===== src/rtl/riscv_pkg.sv =====
// Shared definitions for the hazard/stall controller.
//   FWD_*        forwarding-select encodings for ForwardAE/ForwardBE
//   mdu_state_t  MDU sequencer states
package riscv_pkg;

  localparam logic [1:0] FWD_REG = 2'b00;  // operand from register file
  localparam logic [1:0] FWD_WB  = 2'b01;  // operand from W-stage result
  localparam logic [1:0] FWD_MEM = 2'b10;  // operand from M-stage ALU result

  typedef enum logic {
    IDLE,
    BUSY
  } mdu_state_t;

endpackage


===== src/rtl/riscv_hazard_unit_mc_if.sv =====
// Bundle between the pipeline datapath and the hazard unit.
//   master : datapath side (drives register addresses/status, receives controls)
//   slave  : hazard unit side
interface riscv_hazard_unit_mc_if #(
  parameter int unsigned REG_AW = 5
);
  logic [REG_AW-1:0] Rs1D;
  logic [REG_AW-1:0] Rs2D;
  logic [REG_AW-1:0] Rs1E;
  logic [REG_AW-1:0] Rs2E;
  logic [REG_AW-1:0] RdE;
  logic [REG_AW-1:0] RdM;
  logic [REG_AW-1:0] RdW;
  logic              RegWriteM;
  logic              RegWriteW;
  logic              ResultSrcE0;
  logic              PCSrcE;
  logic              MduStartE;
  logic              MemReqM;
  logic              MemReadyM;

  logic [1:0]        ForwardAE;
  logic [1:0]        ForwardBE;
  logic              StallF;
  logic              StallD;
  logic              StallE;
  logic              StallM;
  logic              FlushD;
  logic              FlushE;
  logic              FlushM;
  logic              FlushW;
  logic              MduDoneE;
  logic              MduBusy;

  modport master (
    output Rs1D, Rs2D, Rs1E, Rs2E, RdE, RdM, RdW,
           RegWriteM, RegWriteW, ResultSrcE0, PCSrcE,
           MduStartE, MemReqM, MemReadyM,
    input  ForwardAE, ForwardBE, StallF, StallD, StallE, StallM,
           FlushD, FlushE, FlushM, FlushW, MduDoneE, MduBusy
  );

  modport slave (
    input  Rs1D, Rs2D, Rs1E, Rs2E, RdE, RdM, RdW,
           RegWriteM, RegWriteW, ResultSrcE0, PCSrcE,
           MduStartE, MemReqM, MemReadyM,
    output ForwardAE, ForwardBE, StallF, StallD, StallE, StallM,
           FlushD, FlushE, FlushM, FlushW, MduDoneE, MduBusy
  );

endinterface


===== src/rtl/riscv_mdu_seq.sv =====
// MDU sequencer: holds the E stage for MDU_LATENCY cycles per op and
// produces the one-cycle completion pulse.
//   clk, rst      clock, asynchronous active-low reset
//   i_start       E instruction is an MDU op (level)
//   i_mem_stall   data memory is holding M this cycle
//   o_mdu_stall   MDU needs E held this cycle
//   o_done        result valid, E may advance (1-cycle pulse)
//   o_busy        sequencer not IDLE
module riscv_mdu_seq
  import riscv_pkg::*;
#(
  parameter int unsigned MDU_LATENCY = 32,
  parameter int unsigned CNT_W       = 6
) (
  input  logic clk,
  input  logic rst,
  input  logic i_start,
  input  logic i_mem_stall,
  output logic o_mdu_stall,
  output logic o_done,
  output logic o_busy
);

  localparam logic [CNT_W-1:0] LAT_M1 = CNT_W'(MDU_LATENCY - 1);

  mdu_state_t       r_state;
  mdu_state_t       w_state_nxt;
  logic [CNT_W-1:0] r_cnt;
  logic [CNT_W-1:0] w_cnt_nxt;
  logic             w_start;

  // Start is masked while reset is asserted so no stall leaks out of a
  // core that is being reset with an MDU op still sitting in E.
  assign w_start = i_start & rst;

  always_ff @(posedge clk or negedge rst) begin
    if (!rst) begin
      r_state <= IDLE;
      r_cnt   <= '0;
    end else begin
      r_state <= w_state_nxt;
      r_cnt   <= w_cnt_nxt;
    end
  end

  always_comb begin
    w_state_nxt = r_state;
    w_cnt_nxt   = r_cnt;
    o_mdu_stall = 1'b0;
    o_done      = 1'b0;
    unique case (r_state)
      IDLE: begin
        if (w_start) begin
          o_mdu_stall = 1'b1;
          w_state_nxt = BUSY;
          w_cnt_nxt   = LAT_M1;
        end
      end
      BUSY: begin
        if (r_cnt != '0) begin
          // Counting continues under a memory stall.
          o_mdu_stall = 1'b1;
          w_cnt_nxt   = r_cnt - CNT_W'(1);
        end else if (i_mem_stall) begin
          // Result ready but E cannot advance; defer the done pulse.
          o_mdu_stall = 1'b1;
        end else begin
          o_done      = 1'b1;
          w_state_nxt = IDLE;
        end
      end
      default: begin
        w_state_nxt = IDLE;
        w_cnt_nxt   = '0;
      end
    endcase
  end

  assign o_busy = (r_state == BUSY);

endmodule


===== src/rtl/riscv_hazard_unit_mc.sv =====
// Hazard and stall controller for the 5-stage pipeline with a multi-cycle
// MDU and a data memory with a ready handshake.
//   clk, rst  clock, asynchronous active-low reset
//   hz        hazard bundle (slave side): register addresses and pipeline
//             status in; forwarding selects, per-stage stall/flush, MDU
//             done/busy out
module riscv_hazard_unit_mc
  import riscv_pkg::*;
#(
  parameter int unsigned REG_AW      = 5,
  parameter int unsigned MDU_LATENCY = 32,
  parameter int unsigned CNT_W       = 6
) (
  input  logic                   clk,
  input  logic                   rst,
  riscv_hazard_unit_mc_if.slave  hz
);

  logic w_lw_stall;
  logic w_mem_stall;
  logic w_mdu_stall;
  logic w_mdu_done;
  logic w_mdu_busy;

  function automatic logic [1:0] fwd_sel(
    input logic              regwrite_m,
    input logic [REG_AW-1:0] rd_m,
    input logic              regwrite_w,
    input logic [REG_AW-1:0] rd_w,
    input logic [REG_AW-1:0] rs
  );
    if (regwrite_m && (rd_m != '0) && (rd_m == rs))
      return FWD_MEM;
    else if (regwrite_w && (rd_w != '0) && (rd_w == rs))
      return FWD_WB;
    else
      return FWD_REG;
  endfunction

  always_comb begin
    hz.ForwardAE = fwd_sel(hz.RegWriteM, hz.RdM, hz.RegWriteW, hz.RdW, hz.Rs1E);
    hz.ForwardBE = fwd_sel(hz.RegWriteM, hz.RdM, hz.RegWriteW, hz.RdW, hz.Rs2E);
  end

  assign w_lw_stall  = hz.ResultSrcE0 && (hz.RdE != '0) &&
                       ((hz.RdE == hz.Rs1D) || (hz.RdE == hz.Rs2D));
  assign w_mem_stall = hz.MemReqM & ~hz.MemReadyM;

  riscv_mdu_seq #(
    .MDU_LATENCY (MDU_LATENCY),
    .CNT_W       (CNT_W)
  ) u_mdu_seq (
    .clk         (clk),
    .rst         (rst),
    .i_start     (hz.MduStartE),
    .i_mem_stall (w_mem_stall),
    .o_mdu_stall (w_mdu_stall),
    .o_done      (w_mdu_done),
    .o_busy      (w_mdu_busy)
  );

  always_comb begin
    hz.StallF   = w_lw_stall | w_mdu_stall | w_mem_stall;
    hz.StallD   = w_lw_stall | w_mdu_stall | w_mem_stall;
    hz.StallE   = w_mdu_stall | w_mem_stall;
    hz.StallM   = w_mem_stall;
    // A held E stage keeps the branch; its redirect flushes once E moves.
    hz.FlushD   = hz.PCSrcE & ~hz.StallE;
    hz.FlushE   = (w_lw_stall | hz.PCSrcE) & ~hz.StallE;
    hz.FlushM   = w_mdu_stall & ~w_mem_stall;
    hz.FlushW   = w_mem_stall;
    hz.MduDoneE = w_mdu_done;
    hz.MduBusy  = w_mdu_busy;
  end

endmodule

===== src/flat_wrapper.sv =====
// flat-port wrapper written by rule: the top's interface ports become plain ports
module riscv_hazard_unit_mc_flat import riscv_pkg::*;
#(
  parameter int unsigned REG_AW      = 5,
  parameter int unsigned MDU_LATENCY = 32,
  parameter int unsigned CNT_W       = 6
)
  (clk, rst, hz_Rs1D, hz_Rs2D, hz_Rs1E, hz_Rs2E, hz_RdE, hz_RdM, hz_RdW, hz_RegWriteM, hz_RegWriteW, hz_ResultSrcE0, hz_PCSrcE, hz_MduStartE, hz_MemReqM, hz_MemReadyM, hz_ForwardAE, hz_ForwardBE, hz_StallF, hz_StallD, hz_StallE, hz_StallM, hz_FlushD, hz_FlushE, hz_FlushM, hz_FlushW, hz_MduDoneE, hz_MduBusy);
  riscv_hazard_unit_mc_if #(.REG_AW(REG_AW)) hz_i ();
  input  logic clk;
  input  logic rst;
  input wire logic [$bits(hz_i.Rs1D)-1:0] hz_Rs1D;
  input wire logic [$bits(hz_i.Rs2D)-1:0] hz_Rs2D;
  input wire logic [$bits(hz_i.Rs1E)-1:0] hz_Rs1E;
  input wire logic [$bits(hz_i.Rs2E)-1:0] hz_Rs2E;
  input wire logic [$bits(hz_i.RdE)-1:0] hz_RdE;
  input wire logic [$bits(hz_i.RdM)-1:0] hz_RdM;
  input wire logic [$bits(hz_i.RdW)-1:0] hz_RdW;
  input wire logic [$bits(hz_i.RegWriteM)-1:0] hz_RegWriteM;
  input wire logic [$bits(hz_i.RegWriteW)-1:0] hz_RegWriteW;
  input wire logic [$bits(hz_i.ResultSrcE0)-1:0] hz_ResultSrcE0;
  input wire logic [$bits(hz_i.PCSrcE)-1:0] hz_PCSrcE;
  input wire logic [$bits(hz_i.MduStartE)-1:0] hz_MduStartE;
  input wire logic [$bits(hz_i.MemReqM)-1:0] hz_MemReqM;
  input wire logic [$bits(hz_i.MemReadyM)-1:0] hz_MemReadyM;
  output wire logic [$bits(hz_i.ForwardAE)-1:0] hz_ForwardAE;
  output wire logic [$bits(hz_i.ForwardBE)-1:0] hz_ForwardBE;
  output wire logic [$bits(hz_i.StallF)-1:0] hz_StallF;
  output wire logic [$bits(hz_i.StallD)-1:0] hz_StallD;
  output wire logic [$bits(hz_i.StallE)-1:0] hz_StallE;
  output wire logic [$bits(hz_i.StallM)-1:0] hz_StallM;
  output wire logic [$bits(hz_i.FlushD)-1:0] hz_FlushD;
  output wire logic [$bits(hz_i.FlushE)-1:0] hz_FlushE;
  output wire logic [$bits(hz_i.FlushM)-1:0] hz_FlushM;
  output wire logic [$bits(hz_i.FlushW)-1:0] hz_FlushW;
  output wire logic [$bits(hz_i.MduDoneE)-1:0] hz_MduDoneE;
  output wire logic [$bits(hz_i.MduBusy)-1:0] hz_MduBusy;
  assign hz_i.Rs1D = hz_Rs1D;
  assign hz_i.Rs2D = hz_Rs2D;
  assign hz_i.Rs1E = hz_Rs1E;
  assign hz_i.Rs2E = hz_Rs2E;
  assign hz_i.RdE = hz_RdE;
  assign hz_i.RdM = hz_RdM;
  assign hz_i.RdW = hz_RdW;
  assign hz_i.RegWriteM = hz_RegWriteM;
  assign hz_i.RegWriteW = hz_RegWriteW;
  assign hz_i.ResultSrcE0 = hz_ResultSrcE0;
  assign hz_i.PCSrcE = hz_PCSrcE;
  assign hz_i.MduStartE = hz_MduStartE;
  assign hz_i.MemReqM = hz_MemReqM;
  assign hz_i.MemReadyM = hz_MemReadyM;
  assign hz_ForwardAE = hz_i.ForwardAE;
  assign hz_ForwardBE = hz_i.ForwardBE;
  assign hz_StallF = hz_i.StallF;
  assign hz_StallD = hz_i.StallD;
  assign hz_StallE = hz_i.StallE;
  assign hz_StallM = hz_i.StallM;
  assign hz_FlushD = hz_i.FlushD;
  assign hz_FlushE = hz_i.FlushE;
  assign hz_FlushM = hz_i.FlushM;
  assign hz_FlushW = hz_i.FlushW;
  assign hz_MduDoneE = hz_i.MduDoneE;
  assign hz_MduBusy = hz_i.MduBusy;
  riscv_hazard_unit_mc #(.REG_AW(REG_AW), .MDU_LATENCY(MDU_LATENCY), .CNT_W(CNT_W)) u_core (.clk(clk), .rst(rst), .hz(hz_i));
endmodule

===== config.mk =====
export PLATFORM = sky130hd
export DESIGN_NAME = riscv_hazard_unit_mc_flat
export DESIGN_NICKNAME = d
export VERILOG_FILES = /design/src/rtl/riscv_pkg.sv /design/src/rtl/riscv_hazard_unit_mc_if.sv /design/src/rtl/riscv_mdu_seq.sv /design/src/rtl/riscv_hazard_unit_mc.sv /design/src/flat_wrapper.sv
export SDC_FILE = /design/constraint.sdc
export NUM_CORES = 1
export LEC_CHECK = 0
export CORE_UTILIZATION = 38
export CTS_CLUSTER_DIAMETER = 150
export CTS_CLUSTER_SIZE = 16
export DETAILED_ROUTE_END_ITERATION = 12
export PLACE_DENSITY = 0.82
export SKIP_LAST_GASP = 1
export SLEW_MARGIN = 20
export SYNTH_ARGS = -nofsm -noshare
export SYNTH_HDL_FRONTEND = slang
export SYNTH_SLANG_ARGS = --single-unit

===== constraint.sdc =====
create_clock -name clk -period 2.8 [get_ports clk]
set_input_delay 0.28 -clock clk [delete_from_list [all_inputs] [get_ports clk]]
set_output_delay 0.28 -clock clk [all_outputs]
set_load 0.02 [all_outputs]

## Word-level counts from Yosys, hierarchy flattened

Cells that the tools add are included.

- Register bits: 7
- Input bits: 44
- Logic and storage cells: 52

- Add/sub/neg operators: 1
- Equality and inequality tests: 8
- Muxes and demuxes: 14
- Bitwise gates (word level): 13
- Reduce and logical (&&, ||, !) cells: 14

Operators with widths:

| cell | count |
|---|---|
| $eq 5x5->1 | 6 |
| $reduce_bool 5->1 | 3 |
| $mux 6 | 2 |
| $pmux 6 s2 | 1 |
| $logic_and 1x1->1 | 8 |
| $mux 1 | 8 |
| $reduce_bool 6->1 | 1 |
| $sub 6x1->6 const B | 1 |
| $and 1x1->1 | 5 |
| $mux 2 | 2 |
| $not 1->1 | 4 |
| $or 1x1->1 | 4 |
| $ne 2x1->1 const B | 1 |
| $ne 2x2->1 const B | 1 |
| $pmux 1 s2 | 1 |
| $reduce_and 2->1 | 1 |
| $logic_or 1x1->1 | 1 |

## Longest topological paths before layout

- Depth after elaboration: 8
- Depth in mapped cells: 7
- Mapped depth without buffers: 6

## Hierarchy

Synthesis repeated with hierarchy kept, for this count alone.

- Cell total of the unflattened synthesis: 102
- Area total of the unflattened synthesis: 867.1 µm²

Modules (own cells, without submodules):

| module | times used | cells each | area each (µm²) |
|---|---|---|---|
| riscv_hazard_unit_mc | 1 | 60 | 450.4 |
| riscv_mdu_seq | 1 | 42 | 416.6 |

## Least setup slack after synthesis

Ideal clock, no wire load.

- Path kind: register -> output
- From: reg u_core.u_mdu_seq.r_cnt[3]
- To: out hz_StallF
- Arrival: 1.801 ns
- Required time: 2.520 ns
- Setup slack: 0.719 ns
- Stages on the path, launching flop included: 7
- Path buffers: 2
- Cells stage by stage: dfrtp_1 -> or3_1 -> buf_2 -> o21ai_4 -> nand2_1 -> o21bai_1 -> buf_4

- Word-level cells in the longest chain between the ends: 5

Ends and longest elaborated chain:

| what | RTL line | RTL |
|---|---|---|
| from (decl) | riscv_mdu_seq.sv:28 | `logic [CNT_W-1:0] r_cnt;` |
| from (signal assigned) | riscv_mdu_seq.sv:42 | `r_cnt <= w_cnt_nxt;` |
| $reduce_bool 6->1 | riscv_mdu_seq.sv:60 | `if (r_cnt != '0) begin` |
| $mux 1 | riscv_mdu_seq.sv:60 |  |
| $pmux 1 s2 | riscv_mdu_seq.sv:51 | `unique case (r_state)` |
| $or 1x1->1 (2 in series) | - |  |
| to (decl) | flat_wrapper.sv:28 | `output wire logic [$bits(hz_i.StallF)-1:0] hz_StallF;` |

No other way between the ends.

## Worst setup path after layout

- From: in hz_RdM[0]
- To: out hz_ForwardBE[0]

- Word-level cells in the longest chain between the ends: 4
- Elaborated cells on any way between the ends: 5
- Those cells by class: 1 x eq/ne; 1 x mux; 3 x reduce/logical

Ends and longest elaborated chain:

| what | RTL line | RTL |
|---|---|---|
| from (decl) | flat_wrapper.sv:17 | `input wire logic [$bits(hz_i.RdM)-1:0] hz_RdM;` |
| $reduce_bool 5->1 | riscv_hazard_unit_mc.sv:32 | `if (regwrite_m && (rd_m != '0) && (rd_m == rs))` |
| $logic_and 1x1->1 | riscv_hazard_unit_mc.sv:32 |  |
| $logic_and 1x1->1 (*) | riscv_hazard_unit_mc.sv:32 |  |
| $mux 2 (*) | riscv_hazard_unit_mc.sv:32 |  |
| to (decl) | flat_wrapper.sv:27 | `output wire logic [$bits(hz_i.ForwardBE)-1:0] hz_ForwardBE;` |

Mark *: on every way between the ends. The rest lies on a longest branch, timed or not.

==> reports/qor.csv <==
stage,metric,value,unit
outcome,outcome,"complete, no violations",
cells_and_area,stdcell_area,1505,um2
grt,first_global_vias,956,
worst_setup_path,cp-start-kind,primary input,
placed_design,placed_area,1479,um2
grt,grt_pass1_wl,4029,um
placed_design,port-buffer-count,57,
grt,grt_max_degree,10,
sta,worstMarginPinSlew,0.4937,ns
worst_setup_path,arrival,2.42,ns
sta,grt_setup_unrepaired,no,
yosys,synth_cells,100,
grt,grt-busiest-layer,met2,
worst_setup_path,timing.rr.start,u_core.u_mdu_seq.r_cnt[2],
sta,fin_skew,0.001332,ns
floorplan,io_pins,58,
clocking,cts_buffers,3,
clocking,path_clk_slew,0.05,ns
clocking,ctsHoldBuffers,0,
cells_and_area,final_util,0.7444,
power_and_ir_drop,p_int,452.1,uW
worst_setup_path,r2r_cells,4,
cells_and_area,layout_common_cells,"57 x clkdlybuf4s50_1, 25 x xor2_1, 8 x nor2_1, 7 x xnor2_1, 7 x dfrtp_1",
clocking,clock_latency,0.25,ns
clocking,cts.sinks,7,
sta,fmax,370.1,MHz
worst_hold_path,hold_class,in2async,
yosys,syn_avg_cell_area,8.496,um2
clocking,cts_tree,built,
sta,finalSetupViolations,0,
route,ant_nets,0,
yosys,synth.distinct_cells,32,
floorplan,die_h,49.29,um
grt,grt.overflow.total,0,
sta,hold_viol,0,
floorplan,die_w,49.29,um
worst_setup_path,crit_path_frequent_cell,clkdlybuf4s50_1,
worst_setup_path,r2r_end,u_core.u_mdu_seq.r_cnt[2],
worst_setup_path,cpMaxStageDelayCell,clkdlybuf4s50_1,
clocking,post_cts_buffers,0,
worst_setup_path,end_kind,primary output,
power_and_ir_drop,power.density,524.4,nW/um2
yosys,yosysSeqAreaShare,0.2062,
power_and_ir_drop,switching_share,0.4272,
sta,final.setup.tns,0,ns
worst_setup_path,required,2.52,ns
floorplan,dieArea,2429,um2
worst_setup_path,worstPathCellList,clkdlybuf4s50_1 > or4_1 > o21ai_2 > nor4_1 > nor4_2 > clkdlybuf4s50_1,
clocking,clockBufferDepth,2,
grt,met2_usage,0.4201,
grt,grt.met3_usage,0.04673,
cells_and_area,drive_above_1_share,0.07927,
power_and_ir_drop,clkPwrFrac,0.121,
yosys,yosysTopAreaCellShare,0.2577,
floorplan,rows,16,
cells_and_area,nNetsFinal,211,
worst_setup_path,worstPathMaxFanout,2,
route,routed_wl,2471,um
yosys,synth_warnings,0,
run,maxCapViolations,0,
sta,fin_crit,2.702,ns
sta,drv_slew,0,
placed_design,place.gp.congestion,0.8482,
yosys,synth_area_leader_cell,xor2_1,
yosys,ys_top_cells_by_area,"xor2_1 26%, dfrtp_1 21%, xnor2_1 7.2%",
cells_and_area,multi_input_area,646.9,um2
route,via_per_inst,5.047,
yosys,synthesis.nets,146,
worst_setup_path,max_stage_delay,0.65,ns
clocking,cts_resized,0,
route,first_pass_iters,4,
power_and_ir_drop,p_seq_frac,0.265,
route,drt_iter0_drc,9,
placed_design,dp_hpwl,2166,um
floorplan,coreArea,2022,um2
worst_setup_path,crit_family,buffers and inverters,
grt,antenna_found_initial,0,
route,vias,964,
clocking,htree_levels,1,
worst_setup_path,path_class,in2out,
sta,slew_headroom,0.6678,
cells_and_area,area_delta_synth_final,77.17,%
cells_and_area,final_common_cell,clkdlybuf4s50_1,
sta,timing.final.crit_share,0.9649,
cells_and_area,ff_latch_area,175.2,um2
yosys,syn-cell-area,849.6,um2
grt,grt.total_usage,0.2156,
clocking,cts_root_buf,clkbuf_4,
grt,use_met1,0.2208,
cells_and_area,fill_cells,151,
power_and_ir_drop,netSwitchingPower,337.2,uW
floorplan,initial_utilization,0.4202,
worst_setup_path,crit_buf_inv,2,
route,drcViolationCount,0,
yosys,ys_seq_elements,7,
route,wl_per_cell,12.94,um
cells_and_area,n_antenna_cell,0,
power_and_ir_drop,leakage,0.0005857,uW
power_and_ir_drop,max-vdd-ir-drop,0.3328,mV
power_and_ir_drop,power_frac_comb,0.615,
worst_setup_path,reg2reg_setup_slack,1.22,ns
[worst reg2reg max path, cell delays in order (launching register included)]
cell and delay (ns):
dfrtp_1 0.42, or3_1 0.49, o21a_1 0.26, a21oi_1 0.15, o21ai_0 0.13
[cell families (layout without fill, tap and decap cells)]
logic type,Yosys count,in the layout,synth area share
buffers and inverters,5,69,0.03239
DFF,7,7,0.2062
AOI/OAI and AO/OA,15,15,0.1267
adders and majority gates,2,2,0.02945
xor gates and xnor gates,32,32,0.3299
and+or+nand+nor,38,38,0.2636
muxes,1,1,0.01178
[registers in the layout (all words and copies together), names as in the netlist]
signal,count
u_core.u_mdu_seq.o_busy,1
u_core.u_mdu_seq.r_cnt,6
[per-stage QoR]
| stage | total power, uW | hold slack [ns] | instances | setup WS (ns) |
|---|---|---|---|---|
| finish | 789.4 | 0.3258 | 191 | 0.09833 |
| global route | 857.8 | 0.3348 | 191 | 0.02005 |
| CTS | 791.6 | 0.3315 | 191 | 0.08069 |
| floorplan | 486.0 | -0.01559 | 100 | 0.7190 |
| detailed placement | 695.8 | 0.4710 | 187 | 0.09503 |
| global placement | 673.4 | 0.4602 | 187 | 0.1122 |
[power groups by stage]
stage | Sequential (uW) | Combinational [uW] | Clock [uW]
after floorplan | 206 | 280 | 0
after global placement | 207 | 466 | 0
after detailed placement | 209 | 487 | 0
after CTS | 207 | 489 | 95.5
after global routing | 219 | 538 | 101
final | 209 | 485 | 95.2
[cell usage after synthesis, drive strengths merged]
master,number
and3,2
and3b,1
buf,3
o21a,1
nand3,4
nor3,4
xor2,25
nor2,8
o31ai,1
xnor2,7
nor2b,1
o21bai,2
nand2,4
nand2b,1
a22oi,1
nand3b,2
dfrtp,7
nor4,4
inv,2
o211ai,2
nor4b,1
mux2i,1
or3,1
a21oi,2
ha,2
or4,5
o21ai,6
[final cells by class]
class,instances,share of cell area
clock buffer,4,0.01746
inverter,2,0.004988
multi-input combinational,88,0.4298
sequential,7,0.1164
tap,27,0.02244
timing repair buffer,63,0.4090
[per-layer routing]
metal  share of wire  vias to the layer above  wire [um]
met5               0                        -          0
met4           0.019                        0         48
met3           0.076                        6        188
met2            0.53                       55       1300
met1            0.38                      421        934
li1                -                      482          -
[worst max-delay path by stage]
stage	startpoint	to	slack (ns)	cells after the start
2_1_floorplan	u_core.u_mdu_seq.r_cnt[3]	hz_StallF	0.72	6
3_3_place_gp	hz_RdM[0]	hz_ForwardAE[0]	0.11	6
3_5_place_dp	hz_RdM[0]	hz_ForwardBE[0]	0.1	6
4_1_cts	hz_RdM[0]	hz_ForwardBE[0]	0.08	6
5_1_grt	hz_RdM[0]	hz_ForwardAE[0]	0.02	6
6_report	hz_RdM[0]	hz_ForwardBE[0]	0.1	6
No activity file was read; power rests on OpenSTA's default activity.
